<file path="src/rtl/descriptor_packetizer.sv">
// Endpoint-0 descriptor packetizer: walks the descriptor ROM for a GET_DESCRIPTOR
// request and streams DATA0/DATA1 packets (with retry and ZLP) to the serializer.
module descriptor_packetizer #(
   parameter int MAX_PKT  = 8,
   parameter int DEV_BASE = 1,
   parameter int DEV_LEN  = 18,
   parameter int CFG_BASE = 19,
   parameter int CFG_LEN  = 32
) (
   input  logic        useClk,
   input  logic        rstN,
   input  logic        reqValid,
   input  logic [1:0]  reqType,
   input  logic [15:0] reqLength,
   input  logic        abort,
   output logic        reqReady,
   output logic        romCheckData,
   output logic [5:0]  romAddr,
   input  logic [7:0]  romData,
   output logic        pktStart,
   output logic [3:0]  dataPid,
   output logic        txValid,
   output logic [7:0]  txData,
   output logic        txLast,
   input  logic        txReady,
   output logic        pktEnd,
   input  logic        hostAck,
   input  logic        hostRetry,
   output logic        stall,
   output logic        done
);

   localparam int CW = $clog2(MAX_PKT + 1);
   localparam logic [3:0] PID_DATA1 = 4'b1011;
   localparam logic [3:0] PID_DATA0 = 4'b0011;

   typedef enum logic [2:0] {
      S_IDLE,
      S_PKT_START,
      S_FETCH,
      S_WAIT,
      S_SEND,
      S_WAIT_HS
   } state_t;

   state_t          state_q, state_d;
   logic [5:0]      base_q, base_d;
   logic [15:0]     xfer_len_q, xfer_len_d;
   logic [15:0]     sent_q, sent_d;
   logic            zlp_q, zlp_d;
   logic [3:0]      pid_q, pid_d;
   logic [CW-1:0]   pkt_len_q, pkt_len_d;
   logic [CW-1:0]   byte_cnt_q, byte_cnt_d;
   logic [7:0]      data_q, data_d;
   logic            pkt_end_q, pkt_end_d;
   logic            stall_q, stall_d;
   logic            done_q, done_d;

   logic            supported_c;
   logic [5:0]      sel_base_c;
   logic [15:0]     sel_len_c;
   logic [15:0]     xfer_len_c;
   logic            need_zlp_c;
   logic [15:0]     remaining_c;
   logic [CW-1:0]   pkt_len_c;
   logic [15:0]     sent_plus_c;
   logic            last_byte_c;
   logic            zlp_left_c;

   // Request decode: descriptor selection and transfer sizing
   always_comb begin
      supported_c = (reqType == 2'd1) || (reqType == 2'd2);
      sel_base_c  = (reqType == 2'd2) ? 6'(CFG_BASE) : 6'(DEV_BASE);
      sel_len_c   = (reqType == 2'd2) ? 16'(CFG_LEN) : 16'(DEV_LEN);
      xfer_len_c  = (reqLength < sel_len_c) ? reqLength : sel_len_c;
      need_zlp_c  = (xfer_len_c < reqLength) &&
                    ((xfer_len_c % 16'(MAX_PKT)) == 16'd0);
   end

   always_comb begin
      remaining_c = xfer_len_q - sent_q;
      pkt_len_c   = (remaining_c >= 16'(MAX_PKT)) ? CW'(MAX_PKT) : remaining_c[CW-1:0];
      sent_plus_c = sent_q + 16'(pkt_len_q);
      last_byte_c = (byte_cnt_q == (pkt_len_q - CW'(1)));
      // A ZLP is still owed only while the packet being acked carried data
      zlp_left_c  = zlp_q && (pkt_len_q != '0);
   end

   always_comb begin
      state_d    = state_q;
      base_d     = base_q;
      xfer_len_d = xfer_len_q;
      sent_d     = sent_q;
      zlp_d      = zlp_q;
      pid_d      = pid_q;
      pkt_len_d  = pkt_len_q;
      byte_cnt_d = byte_cnt_q;
      data_d     = data_q;
      pkt_end_d  = 1'b0;
      stall_d    = 1'b0;
      done_d     = 1'b0;

      if (abort) begin
         state_d = S_IDLE;
         pid_d   = PID_DATA1;
      end else begin
         case (state_q)
            S_IDLE: begin
               if (reqValid) begin
                  if (!supported_c) begin
                     stall_d = 1'b1;
                  end else begin
                     base_d     = sel_base_c;
                     xfer_len_d = xfer_len_c;
                     zlp_d      = need_zlp_c;
                     sent_d     = 16'd0;
                     pid_d      = PID_DATA1;
                     state_d    = S_PKT_START;
                  end
               end
            end
            S_PKT_START: begin
               pkt_len_d  = pkt_len_c;
               byte_cnt_d = '0;
               if (pkt_len_c == '0) begin
                  pkt_end_d = 1'b1;
                  state_d   = S_WAIT_HS;
               end else begin
                  state_d = S_FETCH;
               end
            end
            S_FETCH: begin
               state_d = S_WAIT;
            end
            S_WAIT: begin
               data_d  = romData;
               state_d = S_SEND;
            end
            S_SEND: begin
               if (txReady) begin
                  if (last_byte_c) begin
                     pkt_end_d = 1'b1;
                     state_d   = S_WAIT_HS;
                  end else begin
                     byte_cnt_d = byte_cnt_q + CW'(1);
                     state_d    = S_FETCH;
                  end
               end
            end
            S_WAIT_HS: begin
               // Retry leaves sent untouched, so the packet restarts at its base
               if (hostRetry) begin
                  state_d = S_PKT_START;
               end else if (hostAck) begin
                  sent_d = sent_plus_c;
                  pid_d  = (pid_q == PID_DATA1) ? PID_DATA0 : PID_DATA1;
                  zlp_d  = zlp_left_c;
                  if ((sent_plus_c == xfer_len_q) && !zlp_left_c) begin
                     done_d  = 1'b1;
                     state_d = S_IDLE;
                  end else begin
                     state_d = S_PKT_START;
                  end
               end
            end
            default: begin
               state_d = S_IDLE;
            end
         endcase
      end
   end

   always_ff @(posedge useClk or negedge rstN) begin
      if (!rstN) begin
         state_q    <= S_IDLE;
         base_q     <= '0;
         xfer_len_q <= '0;
         sent_q     <= '0;
         zlp_q      <= 1'b0;
         pid_q      <= PID_DATA1;
         pkt_len_q  <= '0;
         byte_cnt_q <= '0;
         data_q     <= '0;
         pkt_end_q  <= 1'b0;
         stall_q    <= 1'b0;
         done_q     <= 1'b0;
      end else begin
         state_q    <= state_d;
         base_q     <= base_d;
         xfer_len_q <= xfer_len_d;
         sent_q     <= sent_d;
         zlp_q      <= zlp_d;
         pid_q      <= pid_d;
         pkt_len_q  <= pkt_len_d;
         byte_cnt_q <= byte_cnt_d;
         data_q     <= data_d;
         pkt_end_q  <= pkt_end_d;
         stall_q    <= stall_d;
         done_q     <= done_d;
      end
   end

   always_comb begin
      reqReady     = (state_q == S_IDLE);
      romCheckData = (state_q == S_FETCH);
      romAddr      = base_q + sent_q[5:0] + 6'(byte_cnt_q);
      pktStart     = (state_q == S_PKT_START);
      dataPid      = pid_q;
      txValid      = (state_q == S_SEND);
      txData       = data_q;
      txLast       = (state_q == S_SEND) && last_byte_c;
      pktEnd       = pkt_end_q;
      stall        = stall_q;
      done         = done_q;
   end

endmodule

</file>
<file path="config.mk">
export PLATFORM = sky130hd
export DESIGN_NAME = descriptor_packetizer
export DESIGN_NICKNAME = d
export VERILOG_FILES = /design/src/rtl/descriptor_packetizer.sv
export SDC_FILE = /design/constraint.sdc
export NUM_CORES = 1
export LEC_CHECK = 0
export CAP_MARGIN = 20
export CORE_MARGIN = 5
export CORE_UTILIZATION = 35
export CTS_BUF_LIST = sky130_fd_sc_hd__clkbuf_4
export DETAILED_ROUTE_END_ITERATION = 6
export PLACE_DENSITY = 0.63
export SLEW_MARGIN = 20
export SYNTH_ARGS = -nofsm -noshare
export SYNTH_HDL_FRONTEND = slang
export SYNTH_SLANG_ARGS = --single-unit
</file>
<file path="constraint.sdc">
create_clock -name useClk -period 3 [get_ports useClk]
set_input_delay 0.45 -clock useClk [delete_from_list [all_inputs] [get_ports useClk]]
set_output_delay 0.45 -clock useClk [all_outputs]
set_load 0.01 [all_outputs]
</file>
Word-level counts from Yosys, hierarchy flattened
Index checks and enable logic that the tools add are counted.
- memory bits (read-only): 0
- RAM bits: 0
- register bits: 65
- output and inout bits: 26
- word-level logic and storage cells: 112
- memories kept: 0
- bits in latches: 0
- input bits: 33
- reductions and logical operators: 20
- bitwise gates (word level): 1
- $lt $le $gt $ge: 3
- add/sub/neg operators: 6
- eq/ne operators: 22
- shift-type cells: 0
- divide/modulo/power cells: 0
- multiply operators: 0
- mux-type cells: 48
- operators by type and width (cell ; number):
    $mux 16 ; 5
    $mux 4 ; 9
    $pmux 16 s2 ; 1
    $mux 3 ; 8
    $mux 1 ; 18
    $pmux 3 s6 ; 1
    $add 16x4->16 ; 1
    $eq 16x16->1 ; 1
    $ge 16x4->1 const B ; 1
    $logic_not 16->1 ; 1
    $lt 16x16->1 ; 1
    $lt 16x6->1 ; 1
    $pmux 4 s2 ; 2
    $sub 16x16->16 ; 1
    $reduce_and 4->1 ; 3
    $ne 3x3->1 const B ; 3
    $ne 2x2->1 const B ; 4
    $add 6x4->6 ; 1
    $add 6x6->6 ; 1
    $eq 3x2->1 const B ; 2
    $eq 3x3->1 const B ; 2
    $mux 6 ; 1
    $ne 3x2->1 const B ; 2
    $reduce_and 6->1 ; 1
    22 further kinds ; 29

Logic depth before layout (Yosys ltp)
Gate-level depths: netlist of the first run.
- depth in word-level cells: 9
- depth in mapped cells: 15
- depth with buffers taken out: 14

Worst setup path after synthesis of the first run
Ideal clock, no wire load.
- path type: register to register
- start point: register sent_q[10]
- end point: register state_q[2]
- cell stages (with the launch flop): 13
- library setup time: 79 ps
- clock period less this slack: 3252 ps
- path buffers: 1
- data required time: 2921 ps
- setup slack: -252 ps
- arrival time: 3174 ps
- cells stage by stage: dfrtp_1 clkbuf_1 inv_1 ha_1 a21oi_1 o21a_1 o2111ai_1 or4b_1 a211o_1 or4_4 nor4_2 a211o_1 o2bb2ai_1
- word-level cells in the longest chain between the ends: 7
- RTL lines (element ; line ; source):
    start: declaration ; 49 ; logic [15:0] sent_q, sent_d;
    start signal: assignment ; 191 ; sent_q <= sent_d;
    $sub 16x16->16 ; 81 ; remaining_c = xfer_len_q - sent_q;
    $ge 16x4->1 ; 82 ; pkt_len_c = (remaining_c >= 16'(MAX_PKT)) ? CW'(MAX_PKT) : remaining_c[CW-1:0];
    $mux 4 ; 82 ;
    $logic_not 4->1 ; 125 ; if (pkt_len_c == '0) begin
    $mux 3 ; 125 ;
    $pmux 3 s6 ; 107 ; case (state_q)
    $mux 3 ; 103 ; if (abort) begin
    end signal: assignment ; 188 ; state_q <= state_d;
    end: declaration ; 46 ; state_t state_q, state_d;
No other way between the ends.
A chain may end at the register's enable or synchronous reset.

Worst setup path in the final report of the first run
- start point: register sent_q[0]
- end point: register state_q[2]
- word-level cells in the longest chain between the ends: 7
- RTL lines (element ; line):
    $sub 16x16->16 (*) ; 81
    $ge 16x4->1 ; 82
    $mux 4 (*) ; 82
    $logic_not 4->1 (*) ; 125
    $mux 3 (*) ; 125
    $pmux 3 s6 (*) ; 107
    $mux 3 (*) ; 103
Mark *: on every way between the ends. The rest lies on a longest branch, timed or not.

==> impl_metrics.toml, run 1 <==
[yosys]
syn-instance-count = 567
yosysUniqueCellTypes = 73
ys_ff_latch = 58
synth_area_um2 = 4840
yosys.cell_count.top_type = "dfrtp_1"
synth_ff_type = "dfrtp_1"
synthTopCellsByArea = "dfrtp_1 29%, ha_1 9.1%, o21ai_0 4.0%, nor2_1 3.8%, inv_1 3.7%"
syn_avg_cell_area_um2 = 8.53
async_flop_share = 1.00
synth-seq-area-share = 0.300
synth_warnings = 0
synth-edff-count = 0
synth_largest_area_cell = "dfrtp_1"
synth_top_area_share = 0.295
synth_common_cells = "57 x dfrtp_1, 49 x nor2_1, 48 x inv_1, 43 x nand2_1, 39 x o21ai_0"

[timing]
period_minus_slack_ns = 3.40
setup_viol = 8
grt_setup_unrepaired = "yes"
fmax_mhz = 294
post-route-period-util = 1.13
worst_slew_pin_slew_ns = 0.902
fin_ws_ns = -0.400
drv_slew = 0
relSlewSlack = 0.399
fin_skew_ns = 0.00991
hold_viol = 0

[cts]
hold_buffers = 0
cts.sinks = 58
clkLatencyLatePin_ns = 0.42
tritoncts = "done"
cts_root_buf = "clkbuf_4"
cts_made_buffers = 9
h-tree-depth = 3
clkTransAtPathRegs_ns = 0.11
cts_buffer_depth = 2

[cells_and_area]
diodes = 0
layout-drive-gt1-share = 0.299
finalNetCount = 816
fill_cells = 1319
area_growth_syn_to_layout_pct = 42.7

[worst_setup_path]
r2r_slack_ns = -0.40
worstReg2RegEnd = "state_q[2]$_DFFE_PN0P_"
cpPeakStageDelay_ns = 0.49
crit_type = "reg2reg"
cp_cell_sequence = "ha_4 > fa_2 > nand2b_4 > a211oi_4 > nor3_2 > or4b_1 > a211o_1 > or4_4 > nor4_4 > a211o_1 > o2bb2ai_1"
cpMaxStageDelayCell = "or4b_1"
r2r_start = "sent_q[0]$_DFFE_PN0P_"
reg2reg_depth = 11
critPathMaxFanout = 3
arrival_ns = 3.76
cp.required_ns = 3.36
worst_path_most_repeated_cell = "a211o_1"
startpoint_type = "flip-flop"
endpoint_kind = "flip-flop"

[placed_design]
numPortBuffers = 55
dp_slack_ns = -0.411
hpwlAfterDp_um = 12100
gp_congestion = 0.910

[routing]
top_layer_used = "met4"
remaining_drc_errors = 0
firstDrtPassIters = 5
vias = 5007
m1WireLength_um = 6620
drt_iter0_drc = 433
ant_nets = 0
wl_per_cell_um = 16.5
drt-vias-per-instance = 5.40
wl_met3_um = 935
dr_wl_met2_um = 6980
finalWirelength_um = 15300

[status]
violations = "negative setup slack"
run_status = "finished, violations left"

[power_and_ir_drop]
p_clk_frac = 0.219
p_sw_mw = 0.941
p_comb_frac = 0.445
power_mw = 2.61
ir_drop_uv = 207
powerDensity_nw_per_um2 = 379
pwr-share-seq = 0.336
p_leak_nw = 3.17
switching_share = 0.360
p_int_mw = 1.67

[grt]
grt_max_degree = 38
track_usage = 0.190
grt_pass1_vias = 5020
antenna_found_initial = 0
grt_overflow = 0
grt_pass1_wl_um = 24800

[floorplanning]
die_h_um = 128
dieArea_um2 = 16300
rows = 43
coreArea_um2 = 13700
io_pins = 59
initial_core_util = 0.353
die_x_um = 128

[flow_run]
maxCapViolations = 0

[worst_hold_path]
hp-class = "in2async"
critical path: cells and delay by family (launching register included):
kind / cells / cell delay, ns
DFF: 1 / 0.45
AOI/OAI and AO/OA: 4 / 0.84
adders and majority gates: 2 / 0.54
and+or+nand+nor: 5 / 1.51
flip-flops by register name (all words and copies together) (netlist names):
name,count
sent_q,16
xfer_len_q,16
txData,8
byte_cnt_q,4
pkt_len_q,4
state_q,3
base_q,2
dataPid,1
done,1
pktEnd,1
stall,1
zlp_q,1
area by class of cell:
type | count | area [um^2] | share of cell area
Clock inverter | 6 | 57.6 | 0.00834
Timing Repair Buffer | 189 | 1540 | 0.223
Sequential cell | 58 | 1450 | 0.210
Clock buffer | 10 | 75.1 | 0.0109
Tap cell | 180 | 225 | 0.0326
Multi-Input combinational cell | 437 | 3370 | 0.488
Inverter | 48 | 183 | 0.0265
logic make-up after synthesis:
| kind of cell | Yosys count | share of synthesized area |
|---|---|---|
| and+or+nand+nor | 186 | 0.201 |
| buffers and inverters | 73 | 0.0654 |
| muxes | 13 | 0.0295 |
| xor gates and xnor gates | 36 | 0.0652 |
| adders and majority gates | 40 | 0.111 |
| AOI/OAI and AO/OA | 159 | 0.226 |
| DFF | 58 | 0.300 |
| other | 2 | 0.00155 |
timing repair:
item / in CTS / in global routing
resized for setup: 28 / 23
hold endpoints to repair: 0 / 0
gates cloned: 0 / 0
buffers inserted: 2 / 4
endpoints found under the setup margin: 14 / 13
pin swaps: 6 / 11
metal layers:
metal,vias up,track usage
met5,-,0
met4,0,0.0986
met3,56,0.0368
met2,217,0.304
met1,2337,0.243
li1,2397,-
layout by cell type, fill, tap and decap left out, drive strengths merged, types with 10 or more instances in the layout:
| cell | count |
|---|---|
| ha | 35 |
| mux2 | 10 |
| dfrtp | 57 |
| o21ai | 41 |
| nand2 | 43 |
| a21oi | 29 |
| inv | 48 |
| clkbuf | 10 |
| xor2 | 16 |
| a211oi | 11 |
| nor2b | 15 |
| nor2 | 49 |
| xnor2 | 20 |
| nand3 | 14 |
| clkdlybuf4s50 | 49 |
| buf | 137 |
through the flow:
step           instances  utilization  setup TNS, ns  area [um^2]  hold slack (ns)
3_3_place_gp         906        0.478          -2.69         6560            0.459
3_5_place_dp         906        0.478          -3.24         6560            0.491
5_1_grt              928        0.503          -3.43         6900            0.199
6_report             928        0.503          -2.27         6900            0.140
4_1_cts              924        0.493          -2.17         6770            0.152
2_1_floorplan        568            -         -0.333         4980            0.154
power by group through the flow:
| stage | clock [mW] | combinational, mW | sequential, mW |
|---|---|---|---|
| after detailed placement | 0 | 1.11 | 0.890 |
| after global routing | 0.626 | 1.27 | 0.884 |
| final | 0.573 | 1.16 | 0.877 |
| after CTS | 0.590 | 1.14 | 0.875 |
| after floorplan | 0 | 0.607 | 0.897 |
| after global placement | 0 | 1.10 | 0.889 |
how the worst max path moves through the flow:
stage	start	end	cells past startpoint
2_1_floorplan	sent_q[5]$_DFFE_PN0P_	state_q[2]$_DFFE_PN0P_	13
3_3_place_gp	sent_q[0]$_DFFE_PN0P_	pkt_len_q[0]$_DFFE_PN0P_	11
3_5_place_dp	sent_q[0]$_DFFE_PN0P_	pkt_len_q[3]$_DFFE_PN0P_	11
4_1_cts	sent_q[0]$_DFFE_PN0P_	state_q[2]$_DFFE_PN0P_	11
5_1_grt	sent_q[0]$_DFFE_PN0P_	state_q[0]$_DFFE_PN0P_	11
6_report	sent_q[0]$_DFFE_PN0P_	state_q[2]$_DFFE_PN0P_	11
No activity file was read; power rests on OpenSTA's default activity.
==> run 2, diff against run 1 <==
--- a/config.mk
+++ b/config.mk
@@ -11,6 +11,7 @@
 export CTS_BUF_LIST = sky130_fd_sc_hd__clkbuf_4
 export DETAILED_ROUTE_END_ITERATION = 6
 export PLACE_DENSITY = 0.63
+export RECOVER_POWER = 100
 export SLEW_MARGIN = 20
 export SYNTH_ARGS = -nofsm -noshare
 export SYNTH_HDL_FRONTEND = slang
==> run 2 against run 1 <==
Net effect:
- the flow finishes with violations (max-capacitance violations, max-slew violations, negative setup slack)
- final area decreased by 0.43%
- sequential power about the same
- count of clock-buffer cells in the layout unchanged
- global-route usage unchanged
- power decreased by 0.58%
- sequential share of layout area increased by 0.092 points
- clock power about the same
==> impl_metrics.toml, run 2 (same netlist as run 1, synthesis figures left out) <==
[status]
run_status = "finished, violations left"
violations = "max-capacitance violations, max-slew violations, negative setup slack"

[grt]
track_usage = 0.190
grt_overflow = 0
top_usage_layer = "met2"
antenna_found_initial = 0
met3_usage = 0.0368
grt_max_degree = 38
grt_pass1_vias = 5020
grt_pass1_wl_um = 24800
grtUsageMet1 = 0.243
met2_usage = 0.304

[floorplanning]
die_h_um = 128
initial_core_util = 0.353
io_pins = 59
die_x_um = 128
rows = 43
dieArea_um2 = 16300
coreArea_um2 = 13700

[timing]
grt_setup_unrepaired = "yes"
setup_viol = 8
fin_ws_ns = -0.407
fmax_mhz = 294
period_minus_slack_ns = 3.41
hold_viol = 0
worst_slew_pin_slew_ns = 2.18
post-route-period-util = 1.14
drv_slew = 38
fin_skew_ns = 0.0112
relSlewSlack = -0.454
hold_slack_ns = 0.508

[cells_and_area]
area_growth_syn_to_layout_pct = 42.1
fill_cells = 1327
finalNetCount = 816
layout-drive-gt1-share = 0.290
finalNonFillerCells = 928
diodes = 0
mostFrequentLayoutCells = "126 x buf_4, 57 x dfrtp_1, 47 x nor2_1, 42 x inv_1, 42 x nand2_1"
final_common_cell = "buf_4"

[worst_setup_path]
crit_type = "reg2reg"
worst_path_most_repeated_cell = "a211o_1"
cp_cell_sequence = "ha_4 > fa_2 > nand2b_4 > a211oi_4 > nor3_2 > or4b_1 > a211o_1 > or4_4 > nor4_4 > a211o_1 > o2bb2ai_1"
startpoint_type = "flip-flop"
cpPeakStageDelay_ns = 0.49
r2r_start = "sent_q[0]$_DFFE_PN0P_"
critPathLaunch = "sent_q[0]$_DFFE_PN0P_"
cpLargestDelayFamily = "simple AND/OR/NAND/NOR gates"
cp.buffers_inverters = 0
endpoint_kind = "flip-flop"
cpMaxStageDelayCell = "or4_4"
arrival_ns = 3.77
cp.required_ns = 3.36
critPathMaxFanout = 3

[power_and_ir_drop]
p_leak_nw = 3.19
pwr-share-seq = 0.337
switching_share = 0.362
powerDensity_nw_per_um2 = 378
p_int_mw = 1.66
p_sw_mw = 0.941
p_comb_frac = 0.441
p_clk_frac = 0.222
ir_drop_uv = 204

[routing]
remaining_drc_errors = 0
drt_iter0_drc = 416
vias = 5022
wl_per_cell_um = 16.6
drt-vias-per-instance = 5.41
finalWirelength_um = 15400
firstDrtPassIters = 6
ant_nets = 0

[placed_design]
gp_congestion = 0.910
place_inst = 906
dp_slack_ns = -0.411
numPortBuffers = 55
hpwlAfterDp_um = 12100

[cts]
cts_buffer_depth = 2
clkLatencyLatePin_ns = 0.42
hold_buffers = 0
cts_root_buf = "clkbuf_4"
tritoncts = "done"
clkTransAtPathRegs_ns = 0.11
h-tree-depth = 3
cts.sinks = 58
cts_made_buffers = 9

[flow_run]
maxCapViolations = 1

[worst_hold_path]
min_from = "base_q[0]$_DFFE_PN0P_"
hp-class = "reg2reg"
==> run 2: area by class of cell <==
type                       count  area (um^2)  area share
tap                          180          225      0.0328
multi-input combinational    437         3360       0.489
clock inverter                 6         57.6     0.00837
timing repair buffer         189         1520       0.221
sequential                    58         1450       0.211
inverter                      48          183      0.0266
clock buffer                  10         75.1      0.0109
==> run 2: path summary, 6_finish.rpt <==
kind / to / slack (ns) / depth (start not counted)
min: base_q[0]$_DFFE_PN0P_ / 0.51 / 2
min reg2reg: base_q[0]$_DFFE_PN0P_ / 0.51 / 2
max reg2reg: state_q[2]$_DFFE_PN0P_ / -0.41 / 11
min in group asynchronous: base_q[0]$_DFFE_PN0P_ / 0.65 / 1
max: state_q[2]$_DFFE_PN0P_ / -0.41 / 11
max in group asynchronous: sent_q[12]$_DFFE_PN0P_ / 0.95 / 2
==> run 2: routing by layer <==
metal	up-vias	share of wire
li1	2402	-
met1	2359	0.44
met2	206	0.46
met3	55	0.058
met4	0	0.047
met5	-	0
==> run 2: stage by stage <==
stage	utilization	power [mW]	cell area [um^2]	TNS, ns
after floorplan	-	1.50	4980	-0.333
after global placement	0.478	1.99	6560	-2.69
after detailed placement	0.478	2.00	6560	-3.24
after CTS	0.493	2.60	6770	-2.17
after global routing	0.501	2.76	6870	-3.53
final	0.501	2.60	6870	-2.34
==> run 2: repair_timing <==
action | 4_1_cts | 5_1_grt
setup endpoints to repair | 14 | 13
pin swaps | 6 | 11
resized for setup | 28 | 23
setup buffers | 2 | 4
==> run 2: worst min-delay path, stage by stage, from the launching register on <==
cell     delay, ns
dfrtp_1       0.34
inv_1         0.08
nand2_1       0.07
==> run 2: power by group through the flow <==
| stage | clock network [mW] | registers (mW) | logic, mW |
|---|---|---|---|
| detailed placement | 0 | 0.890 | 1.11 |
| CTS | 0.590 | 0.875 | 1.14 |
| global route | 0.626 | 0.883 | 1.25 |
| floorplan | 0 | 0.897 | 0.607 |
| global placement | 0 | 0.889 | 1.10 |
| finish | 0.576 | 0.875 | 1.15 |
==> run 3, diff against run 2 <==
--- a/config.mk
+++ b/config.mk
@@ -6,11 +6,13 @@
 export NUM_CORES = 1
 export LEC_CHECK = 0
 export CAP_MARGIN = 20
+export CELL_PAD_IN_SITES_DETAIL_PLACEMENT = 1
+export CELL_PAD_IN_SITES_GLOBAL_PLACEMENT = 1
 export CORE_MARGIN = 5
 export CORE_UTILIZATION = 35
 export CTS_BUF_LIST = sky130_fd_sc_hd__clkbuf_4
 export DETAILED_ROUTE_END_ITERATION = 6
-export PLACE_DENSITY = 0.63
+export PLACE_DENSITY = 0.75
 export RECOVER_POWER = 100
 export SLEW_MARGIN = 20
 export SYNTH_ARGS = -nofsm -noshare
==> constraint.sdc (replaced) <==
create_clock -name useClk -period 4 [get_ports useClk]
set_input_delay 0.6 -clock useClk [delete_from_list [all_inputs] [get_ports useClk]]
set_output_delay 0.6 -clock useClk [all_outputs]
set_load 0.01 [all_outputs]
==> run 3 against run 2 <==
Net effect:
- the flow finishes with violations (max-capacitance violations, max-slew violations)
- count of clock-buffer cells in the layout shrank 1
- via count is 9.7% lower
- sequential share of layout area grew 4.5 points
- clock skew barely moved
- global-route usage rose by 0.57 points
- die area stayed put
- final area fell by 17%
- final cell count fell by 13%
- sequential power decreased by 23%
- first-iteration DRC count is 31% lower
- maximum frequency fell by 9.7%
- critical endpoint is now pkt_len_q[1]$_DFFE_PN0P_
- largest cell class unchanged
- highest routed layer unchanged
==> impl_metrics.toml, run 3 (same netlist as run 1, synthesis figures left out) <==
[placed_design]
gp_congestion = 0.932
hpwlAfterDp_um = 12700
numPortBuffers = 55
place_area_um2 = 5570

[cells_and_area]
finalNetCount = 694
mostFrequentLayoutCells = "57 x dfrtp_1, 49 x nor2_1, 48 x inv_1, 43 x nand2_1, 40 x o21ai_0"
final_common_cell = "dfrtp_1"
fill_cells = 1652
diodes = 0
post-route-cell-area_um2 = 5670
area_growth_syn_to_layout_pct = 17.2
layout-drive-gt1-share = 0.0783

[power_and_ir_drop]
power_mw = 1.70
ir_drop_uv = 138
powerDensity_nw_per_um2 = 299
p_leak_nw = 2.52

[timing]
relSlewSlack = -0.368
fin_skew_ns = 0.0114
worst_slew_pin_slew_ns = 2.05
drv_slew = 37
setup_viol = 0
grt_setup_unrepaired = "no"
tns_ns = 0
period_minus_slack_ns = 3.77
post-route-period-util = 0.943
fmax_mhz = 265
hold_viol = 0

[worst_setup_path]
critPathLaunch = "xfer_len_q[0]$_DFFE_PN0P_"
critPathMaxFanout = 5
arrival_ns = 4.11
cpLargestDelayFamily = "simple AND/OR/NAND/NOR gates"
cpMaxStageDelayCell = "or4b_1"
startpoint_type = "flip-flop"
crit_type = "reg2reg"
cp.buffers_inverters = 1
worst_path_most_repeated_cell = "nor3_1"
cpPeakStageDelay_ns = 0.50
r2r_start = "xfer_len_q[0]$_DFFE_PN0P_"
cp_cell_sequence = "inv_1 > ha_1 > fa_1 > nand2b_1 > a211oi_2 > nor3_1 > or4b_1 > a211o_1 > or3_1 > nor3_1 > nand3_1 > o22ai_1"
cp.required_ns = 4.34
endpoint_kind = "flip-flop"

[flow_run]
maxCapViolations = 1

[routing]
remaining_drc_errors = 0
drt-vias-per-instance = 5.63
firstDrtPassIters = 4
ant_nets = 0
finalWirelength_um = 15600
drt_iter0_drc = 286
wl_per_cell_um = 19.4
vias = 4534

[cts]
cts-resized-gates = 0
post-cts-setup-buffers = 0
cts_root_buf = "clkbuf_4"
clkLatencyLatePin_ns = 0.42
cts_buffer_depth = 2
hold_buffers = 0
h-tree-depth = 3
tritoncts = "done"
cts.sinks = 58
cts_made_buffers = 9
clkTransAtPathRegs_ns = 0.11

[worst_hold_path]
hp-class = "reg2reg"
min_from = "base_q[0]$_DFFE_PN0P_"

[grt]
grt_pass1_vias = 4855
antenna_found_initial = 0
grt_overflow = 0
grt_max_degree = 37
track_usage = 0.195
grt_pass1_wl_um = 25300

[status]
run_status = "finished, violations left"
violations = "max-capacitance violations, max-slew violations"

[floorplanning]
coreArea_um2 = 13700
die_h_um = 128
dieArea_um2 = 16300
initial_core_util = 0.353
rows = 43
die_x_um = 128
io_pins = 59
==> run 3: where the power goes <==
group / switching [mW] / total, mW / leakage [nW] / internal (mW)
clock: 0.254 / 0.378 / 0.0558 / 0.125
sequential: 0.0455 / 0.670 / 0.778 / 0.625
combinational: 0.370 / 0.650 / 1.69 / 0.280
==> run 3: worst reg2reg max path, cell delays in order (launching register included) <==
cell      delay (ns)
dfrtp_1         0.37
inv_1           0.06
ha_1            0.23
fa_1            0.41
nand2b_1        0.20
a211oi_2        0.43
nor3_1          0.08
or4b_1          0.50
a211o_1         0.29
or3_1           0.31
nor3_1          0.34
nand3_1         0.27
o22ai_1         0.20
==> run 3: area by class of cell <==
cell class | instances | area [um^2] | area share
Tap cell | 180 | 225 | 0.0397
Timing Repair Buffer | 67 | 623 | 0.110
Multi-Input combinational cell | 437 | 3080 | 0.543
Clock buffer | 9 | 67.6 | 0.0119
Clock inverter | 7 | 45.0 | 0.00794
Sequential cell | 58 | 1450 | 0.256
Inverter | 48 | 180 | 0.0318
==> run 3: worst paths after layout <==
kind,endpoint,slack [ns],cells after the start
max in group asynchronous,xfer_len_q[2]$_DFFE_PN0P_,1.20,2
hold / removal,base_q[0]$_DFFE_PN0P_,0.48,2
setup / recovery,pkt_len_q[1]$_DFFE_PN0P_,0.23,12
setup reg to reg,pkt_len_q[1]$_DFFE_PN0P_,0.23,12
min in group asynchronous,xfer_len_q[13]$_DFFE_PN0P_,0.75,1
hold reg to reg,base_q[0]$_DFFE_PN0P_,0.48,2
==> run 3: per-layer routing <==
metal,part of all wire,GRT usage,vias up
met4,0.015,0.0537,0
met3,0.042,0.0347,13
met5,0,0,-
met2,0.49,0.337,114
li1,-,-,2155
met1,0.45,0.252,2252
==> run 3: per-stage QoR <==
stage | utilization | hold WS [ns] | instances | setup WS, ns
after floorplan | - | 0.304 | 568 | 0.748
after global placement | 0.406 | 0.451 | 790 | 0.276
after detailed placement | 0.406 | 0.458 | 790 | 0.196
after CTS | 0.414 | 0.286 | 806 | 0.184
after global routing | 0.413 | 0.528 | 806 | 0.0128
final | 0.413 | 0.477 | 806 | 0.227
